===== src/rtl/multdiv_sequencer.sv =====
// ---------------------------------------------------------------------------
// multdiv_sequencer
//
// Sequences the shared multi-cycle mult/div unit for the execute stage.
// A mul/div instruction in DX triggers one start pulse to the unit. PC/FD/DX
// stay frozen until the unit reports completion. The result and an rstatus
// exception code are then presented to the XM latch for exactly one cycle.
//
// State flow: IDLE -> ISSUE -> BUSY -> DONE -> IDLE.
// A flush in ISSUE or BUSY aborts the operation back to IDLE.
//
// Optional feature (compile-time macro MULTDIV_TIMEOUT_EN):
//   When defined, BUSY gives up after MAX_LAT cycles without unit_ready.
//   It then completes with md_exc=1 and md_result=0.
//   When undefined, BUSY waits for unit_ready indefinitely.
//
// Ports
//   clock, reset            rising-edge clock, asynchronous active-high reset
//   assert_mult/assert_div  DX holds a mult/div instruction
//   flush                   taken branch/jump squashes DX this cycle
//   op_a, op_b              bypassed operands from DX
//   unit_result/ready/exc   completion interface of the multdiv unit
//   ctrl_MULT/ctrl_DIV      registered one-cycle start pulses to the unit
//   unit_a, unit_b          operands latched at issue, stable until DONE
//   md_stall                freeze PC/FD/DX (combinational in IDLE only)
//   md_valid                one-cycle strobe for XM capture
//   md_result/exc/rstatus   registered completion data, held until the next op
// ---------------------------------------------------------------------------
module multdiv_sequencer #(
    parameter int WIDTH   = 32,
    parameter int MAX_LAT = 40,
    parameter int RS_MULT = 4,
    parameter int RS_DIV  = 5
) (
    input  logic             clock,
    input  logic             reset,
    input  logic             assert_mult,
    input  logic             assert_div,
    input  logic             flush,
    input  logic [WIDTH-1:0] op_a,
    input  logic [WIDTH-1:0] op_b,
    input  logic [WIDTH-1:0] unit_result,
    input  logic             unit_ready,
    input  logic             unit_exception,
    output logic             ctrl_MULT,
    output logic             ctrl_DIV,
    output logic [WIDTH-1:0] unit_a,
    output logic [WIDTH-1:0] unit_b,
    output logic             md_stall,
    output logic             md_valid,
    output logic [WIDTH-1:0] md_result,
    output logic             md_exc,
    output logic [WIDTH-1:0] md_rstatus
);

    typedef enum logic [1:0] {
        ST_IDLE  = 2'd0,
        ST_ISSUE = 2'd1,
        ST_BUSY  = 2'd2,
        ST_DONE  = 2'd3
    } state_t;

    localparam int CW = $clog2(MAX_LAT + 1);

`ifdef MULTDIV_TIMEOUT_EN
    // count is 0 in the first BUSY cycle, so MAX_LAT-1 marks the last allowed one
    localparam logic [CW-1:0] LAT_LIM = CW'(MAX_LAT - 1);
`endif

    // Exception code for the completed op, zero when there is no exception
    function automatic logic [WIDTH-1:0] rs_code(input logic is_mult, input logic exc);
        logic [WIDTH-1:0] code;
        if (!exc) begin
            code = {WIDTH{1'b0}};
        end else if (is_mult) begin
            code = WIDTH'(RS_MULT);
        end else begin
            code = WIDTH'(RS_DIV);
        end
        return code;
    endfunction

    state_t           state_q, state_d;
    logic [CW-1:0]    count_q, count_d;
    logic             op_mult_q, op_mult_d;
    logic [WIDTH-1:0] a_q, a_d;
    logic [WIDTH-1:0] b_q, b_d;
    logic             ctrl_mult_q, ctrl_mult_d;
    logic             ctrl_div_q, ctrl_div_d;
    logic             valid_q, valid_d;
    logic [WIDTH-1:0] result_q, result_d;
    logic             exc_q, exc_d;
    logic [WIDTH-1:0] rstatus_q, rstatus_d;
    logic             req_s;
    logic             stall_s;
    logic             timeout_s;

    assign req_s = (assert_mult | assert_div) & ~flush;

    // Next-state, datapath capture and stall decode
    always_comb begin
        state_d     = state_q;
        count_d     = count_q;
        op_mult_d   = op_mult_q;
        a_d         = a_q;
        b_d         = b_q;
        ctrl_mult_d = 1'b0;
        ctrl_div_d  = 1'b0;
        valid_d     = 1'b0;
        result_d    = result_q;
        exc_d       = exc_q;
        rstatus_d   = rstatus_q;
        stall_s     = 1'b0;
        timeout_s   = 1'b0;

        case (state_q)
            ST_IDLE: begin
                // Stall must reach PC/FD/DX in the same cycle the op is seen
                stall_s = req_s;
                if (req_s) begin
                    a_d         = op_a;
                    b_d         = op_b;
                    op_mult_d   = assert_mult;
                    ctrl_mult_d = assert_mult;
                    ctrl_div_d  = ~assert_mult;
                    state_d     = ST_ISSUE;
                end else begin
                    state_d = ST_IDLE;
                end
            end
            ST_ISSUE: begin
                stall_s = 1'b1;
                count_d = {CW{1'b0}};
                if (flush) begin
                    state_d = ST_IDLE;
                end else begin
                    state_d = ST_BUSY;
                end
            end
            ST_BUSY: begin
                stall_s = 1'b1;
                if (count_q != {CW{1'b1}}) begin
                    count_d = count_q + {{(CW-1){1'b0}}, 1'b1};
                end else begin
                    count_d = count_q;
                end
`ifdef MULTDIV_TIMEOUT_EN
                timeout_s = (count_q >= LAT_LIM);
`else
                timeout_s = 1'b0;
`endif
                if (flush) begin
                    state_d = ST_IDLE;
                end else if (unit_ready) begin
                    result_d  = unit_result;
                    exc_d     = unit_exception;
                    rstatus_d = rs_code(op_mult_q, unit_exception);
                    valid_d   = 1'b1;
                    state_d   = ST_DONE;
                end else if (timeout_s) begin
                    result_d  = {WIDTH{1'b0}};
                    exc_d     = 1'b1;
                    rstatus_d = rs_code(op_mult_q, 1'b1);
                    valid_d   = 1'b1;
                    state_d   = ST_DONE;
                end else begin
                    state_d = ST_BUSY;
                end
            end
            ST_DONE: begin
                // The completed instruction is still in DX, so assert_* is ignored here
                state_d = ST_IDLE;
            end
            default: begin
                state_d = ST_IDLE;
            end
        endcase
    end

    // State, operand and output registers
    always_ff @(posedge clock or posedge reset) begin
        if (reset) begin
            state_q     <= ST_IDLE;
            count_q     <= {CW{1'b0}};
            op_mult_q   <= 1'b0;
            a_q         <= {WIDTH{1'b0}};
            b_q         <= {WIDTH{1'b0}};
            ctrl_mult_q <= 1'b0;
            ctrl_div_q  <= 1'b0;
            valid_q     <= 1'b0;
            result_q    <= {WIDTH{1'b0}};
            exc_q       <= 1'b0;
            rstatus_q   <= {WIDTH{1'b0}};
        end else begin
            state_q     <= state_d;
            count_q     <= count_d;
            op_mult_q   <= op_mult_d;
            a_q         <= a_d;
            b_q         <= b_d;
            ctrl_mult_q <= ctrl_mult_d;
            ctrl_div_q  <= ctrl_div_d;
            valid_q     <= valid_d;
            result_q    <= result_d;
            exc_q       <= exc_d;
            rstatus_q   <= rstatus_d;
        end
    end

    assign ctrl_MULT  = ctrl_mult_q;
    assign ctrl_DIV   = ctrl_div_q;
    assign unit_a     = a_q;
    assign unit_b     = b_q;
    assign md_stall   = stall_s;
    assign md_valid   = valid_q;
    assign md_result  = result_q;
    assign md_exc     = exc_q;
    assign md_rstatus = rstatus_q;

endmodule


===== config.mk =====
export PLATFORM = sky130hd
export DESIGN_NAME = multdiv_sequencer
export DESIGN_NICKNAME = d
export VERILOG_FILES = /design/src/rtl/multdiv_sequencer.sv
export SDC_FILE = /design/constraint.sdc
export NUM_CORES = 1
export LEC_CHECK = 0
export ABC_AREA = 1
export BUFFER_PORTS_ARGS = -buffer_cell sky130_fd_sc_hd__buf_2
export CAP_MARGIN = 20
export CORE_UTILIZATION = 44
export DETAILED_ROUTE_END_ITERATION = 7
export PLACE_DENSITY_LB_ADDON = 0.25
export SETUP_SLACK_MARGIN = 0.05
export SLEW_MARGIN = 0
export SYNTH_ARGS = -nofsm -noshare
export SYNTH_HDL_FRONTEND = slang
export SYNTH_SLANG_ARGS = --single-unit
export TNS_END_PERCENT = 10

===== constraint.sdc =====
create_clock -name clock -period 4.4 [get_ports clock]
set_input_delay 0.88 -clock clock [delete_from_list [all_inputs] [get_ports clock]]
set_output_delay 0.88 -clock clock [all_outputs]
set_load 0.02 [all_outputs]

==> results of run 1 <==
## registers in the layout, indices dropped and copies added (netlist names)
name        count
md_result      32
unit_a         32
unit_b         32
md_rstatus      2
state_q         2
ctrl_DIV        1
ctrl_MULT       1
md_valid        1
op_mult_q       1
## cells by family (layout without fill, tap and decap cells)
family | count (synthesis) | in the layout | synth area share, %
other cells | 1 | 30 | 0.0885
fa+ha+maj | 4 | 4 | 1.18
compound gates | 3 | 3 | 0.354
flops | 104 | 104 | 61.4
simple gates | 305 | 305 | 27.4
buf+inv | 61 | 234 | 9.54
## area by class of cell
type / count / area share, %
Tap cell: 129 / 2.98
Clock buffer: 11 / 2.61
Sequential cell: 104 / 48.0
Inverter: 10 / 0.739
Clock inverter: 4 / 0.554
Timing Repair Buffer: 209 / 20.3
Multi-Input combinational cell: 342 / 24.8
## layout by cell type (no fill, tap or decap), types with 3 or more instances in the layout
cell | netlist | routed
nand2_1 | 296 | 294
buf_2 | 11 | 205
dfrtp_1 | 104 | 104
conb_1 | 1 | 30
clkbuf_8 | 0 | 10
inv_1 | 8 | 7
nor2_1 | 4 | 4
ha_1 | 4 | 4
o21ai_0 | 3 | 3
## power by group through the flow
stage | registers, mW | logic [mW] | clock network [mW]
after detailed placement | 1.26 | 0.783 | 0
after CTS | 1.24 | 0.783 | 0.554
after global placement | 1.25 | 0.763 | 0
final | 1.24 | 0.775 | 0.529
after global routing | 1.26 | 0.853 | 0.593
after floorplan | 1.49 | 0.265 | 0
## worst paths after layout
check,endpoint,slack [ns],cells past startpoint
max in group asynchronous,unit_a[18],2.93,4
hold reg to reg,unit_a[5],0.47,2
hold / removal,unit_a[5],0.47,2
setup / recovery,md_stall,1.83,7
setup reg to reg,md_result[26],2.11,6
min in group asynchronous,unit_b[24],0.54,2
## per-stage QoR
step	hold slack [ns]	instance area [um^2]
floorplan	0.493	4350
global route	0.484	5420
finish	0.471	5420
CTS	0.476	5390
detailed placement	0.453	5220
global placement	0.448	5180
## worst reg2reg max path, cell delays in order, from the launching register on
cell and delay (ns):
dfrtp_1 0.42, inv_1 0.09, ha_1 0.20, nand3_2 0.58
inv_2 0.72, nand2_1 0.14, nand2_1 0.08
## routing by layer
| metal | track usage (%) | wire length [um] | vias to the layer above |
|---|---|---|---|
| met3 | 4.46 | 672 | 14 |
| met2 | 33.5 | 4760 | 145 |
| li1 | - | - | 1759 |
| met1 | 26.4 | 4320 | 1647 |
| met4 | 8.03 | 176 | 0 |
| met5 | 0 | 0 | - |
==> flow_summary.toml, run 1 <==
[power]
ir_worst_vdd_mv = 0.226
pwr-share-clk_pct = 20.8
total_power_mw = 2.54
p_int_mw = 1.62
leakagePower_nw = 3.33
power_frac_seq_pct = 48.8
switching_share_pct = 36.4
power_density_mw_per_mm2 = 469
p_sw_mw = 0.926
p_comb_share_pct = 30.5

[logic_synthesis]
synth_ff_type = "dfrtp_1"
synthArstFlopShare_pct = 100
synth_area_leader_cell = "dfrtp_1"
synth_cell_type_count = 15
synth-edff-count = 0
ys.warnings.count = 0
yosysTopAreaCellShare_pct = 61.4
yosys-top-cells-area = "dfrtp_1, nand2_1, buf_4"
yosysMostFrequentCell = "nand2_1"
synthCells = 478
avgSynthCellArea_um2 = 8.86
syn_area_mm2 = 0.00424
ys_seq_area_share_pct = 61.4
synth_seq_cells = 104
synth.top_cells.by_count = "nand2_1, dfrtp_1, buf_4"

[final_layout]
n_antenna_cell = 0
fin_nets = 783
final_util_pct = 58.4
finalNonFillerCells = 809
nFillCells = 854
drive_above_1_share_pct = 33.8
regArea_mm2 = 0.00260
syn2layout_area_growth_pct = 27.9
multi_input_area_mm2 = 0.00134

[routing]
drcViolationCount = 0
wl_per_cell_um = 12.3
vias = 3565
vias_per_cell = 4.41
ant_nets = 0
firstDrtPassIters = 4
wirelength_mm = 9.94
drtIter0Drc = 119

[cts]
cts_resized = 0
root_buffer = "clkbuf_8"
clk_latency_ns = 0.35
clockBufferDepth = 2
clock_sinks = 104
clkTransAtPathRegs_ns = 0.10
numCtsBuffers = 9
cts_hold_buf = 0
cts_tree = "yes"
htreeDepth = 3
post_cts_buffers = 0

[setup_path]
path_class = "reg2out"
critPathMaxStageDelay_ns = 0.42
crit_family = "flip-flops"
cp_max_fo = 5
crit_path_end_kind = "output port"
startpoint = "state_q[0]"
cp_num_buf_inv = 3
crit_slowest_cell = "dfrtp_1"
cp.arrival_ns = 1.69
cp-start-kind = "flip-flop"
path_cells = "inv_1 -> ha_1 -> nand3_1 -> nand3_1 -> nand2_1 -> inv_1 -> buf_2"
r2r-start = "state_q[0]"
crit_required_ns = 3.52

[placement]
dp_hpwl_mm = 7.14
gp_congestion = 0.765
dp.cells = 793
pre_cts_slack_ns = 1.73
io_buffers = 205

[worst_hold_path]
min_from = "unit_a[5]"
hold_path.class = "reg2reg"

[global_route]
gr-total-overflow = 0
grt_first_pass_wirelength_mm = 16.0
grt_pass1_vias = 3344
grt_use_total_pct = 20.4
antenna_found_initial = 0
grt_max_degree = 87

[floorplanning]
initial_core_util_pct = 45.6
io_pins = 236
core_mm2 = 0.00928
std_cell_rows = 35
die_x_um = 100
dieHeight_um = 100
die_area_mm2 = 0.0100

[run]
cap_violations = 0

[timing]
max_freq_mhz = 389
fin_crit_ns = 2.57
setup_viol = 0
slew-limit-headroom_pct = 51.3
setup-tns-final_ns = 0
clock-skew-final_ns = 0.0105
slew_viol_final = 0
fin_ws_ns = 1.83
rsz0062_at_grt = "no"
finalHoldViolCount = 0
period_share_pct = 58.4
worstMarginPinSlew_ns = 0.729

[status]
run_status = "finished clean"
No activity file was read; power rests on OpenSTA's default activity.
==> run 2, diff against run 1 <==
==> constraint.sdc (replaced) <==
create_clock -name clock -period 2.4 [get_ports clock]
set_input_delay 0.48 -clock clock [delete_from_list [all_inputs] [get_ports clock]]
set_output_delay 0.48 -clock clock [all_outputs]
set_load 0.02 [all_outputs]
==> flow_summary.toml, run 2 (synthesis gave the netlist of run 1 again) <==
[timing]
clock-skew-final_ns = 0.0118
max_freq_mhz = 462
setup-tns-final_ns = 0
rsz0062_at_grt = "no"
fin_crit_ns = 2.16
setup_viol = 0
slew-limit-headroom_pct = 59.9
slew_viol_final = 0
holdWs_ns = 0.0456
worstMarginPinSlew_ns = 0.601
period_share_pct = 90.1
finalHoldViolCount = 0

[cts]
clock_sinks = 104
clkTransAtPathRegs_ns = 0.10
cts_tree = "yes"
cts_resized = 0
post_cts_buffers = 0
cts_hold_buf = 0
htreeDepth = 3
clockBufferDepth = 2
root_buffer = "clkbuf_8"
numCtsBuffers = 9
clk_latency_ns = 0.35

[power]
switching_share_pct = 36.2
p_sw_mw = 1.68
pwr-share-clk_pct = 20.7
leakagePower_nw = 3.31
ir_worst_vdd_mv = 0.411
p_comb_share_pct = 30.4
power_density_mw_per_mm2 = 859
power_frac_seq_pct = 48.9
p_int_mw = 2.96

[routing]
firstDrtPassIters = 4
ant_nets = 0
wirelength_mm = 9.78
wl_per_cell_um = 12.0
drtIter0Drc = 104
drcViolationCount = 0
vias = 3618
vias_per_cell = 4.46

[floorplanning]
die_x_um = 100
core_mm2 = 0.00928
dieHeight_um = 100
std_cell_rows = 35
io_pins = 236
die_area_mm2 = 0.0100
initial_core_util_pct = 45.6

[global_route]
grt_first_pass_wirelength_mm = 15.4
gr-total-overflow = 0
grt_max_degree = 49
antenna_found_initial = 0
grt_use_total_pct = 19.6
grt_pass1_vias = 3423

[setup_path]
crit_slowest_cell = "dfrtp_1"
path_class = "reg2out"
critPathMaxStageDelay_ns = 0.41
cp_max_fo = 5
cp.arrival_ns = 1.68
crit_required_ns = 1.92
crit_path_end_kind = "output port"
cp-start-kind = "flip-flop"
path_cells = "inv_1 -> ha_1 -> nand3_1 -> nand3_1 -> nand2_1 -> inv_1 -> buf_2"

[placement]
gp_congestion = 0.719
io_buffers = 205
dp_hpwl_mm = 7.22

[status]
run_status = "finished clean"

[final_layout]
most-common-layout-cells = "nand2_1, buf_2, dfrtp_1, conb_1, clkbuf_8"
n_antenna_cell = 0
nFillCells = 910
final_common_cell = "nand2_1"
drive_above_1_share_pct = 34.1
fin_nets = 786
syn2layout_area_growth_pct = 27.5

[run]
cap_violations = 0

[worst_hold_path]
hold_path.class = "in2async"
run 2: cell types whose count changed in the layout (fill, tap and decap cells not counted):
cell        delta
buf_12         -2
buf_16         -1
buf_4          +6
clkinv_2       -1
clkinvlp_4     +3
inv_4          -1
inv_6          -1
run 2: final timing paths:
path,from,endpoint,slack [ns],depth (start not counted)
setup reg to reg,state_q[0],unit_b[2],0.74,7
hold / removal,reset,md_result[15],0.05,2
max in group asynchronous,reset,unit_a[13],1.51,3
hold reg to reg,unit_b[16],unit_b[16],0.47,2
setup / recovery,state_q[0],md_stall,0.24,7
min in group clock,unit_result[24],md_result[24],0.31,3
run 2: power by group through the flow:
stage	logic [mW]	clock network (mW)	registers, mW
2_1_floorplan	0.486	0	2.74
4_1_cts	1.43	1.01	2.27
3_5_place_dp	1.43	0	2.30
5_1_grt	1.55	1.07	2.32
6_report	1.41	0.960	2.27
3_3_place_gp	1.41	0	2.29
run 2: metal layers:
layer	global-route usage, %	share of wire (%)	vias to the layer above
met5	0	0	-
met4	5.69	1.6	0
met3	5.29	7.2	14
met2	34.7	50	153
met1	23.4	41	1687
li1	-	-	1764
run 2: final cells by class:
type	count	area [um^2]	share of cell area [%]
flip-flops and latches	104	2600	48.2
multi-input cells	342	1340	24.9
repair buffers	212	1080	20.0
well taps	129	161	2.99
clock buffers	11	141	2.62
inverters	10	41.3	0.765
clock inverters	4	31.3	0.579
run 2: critical path, delay by kind of cell, from the launching register on:
kind / cells / cell delay (ns)
DFF: 1 / 0.41
and+or+nand+nor: 3 / 0.36
buffers and inverters: 3 / 0.28
adders and majority gates: 1 / 0.28
run 2: through the flow:
step	setup slack [ns]	area [um^2]	cells	util (%)	power (mW)
2_1_floorplan	0.674	4350	507	-	3.23
3_3_place_gp	0.691	5230	797	56.3	3.70
3_5_place_dp	0.624	5230	797	56.3	3.73
4_1_cts	0.208	5400	812	58.2	4.71
5_1_grt	0.0915	5400	812	58.2	4.94
6_report	0.238	5400	812	58.2	4.64
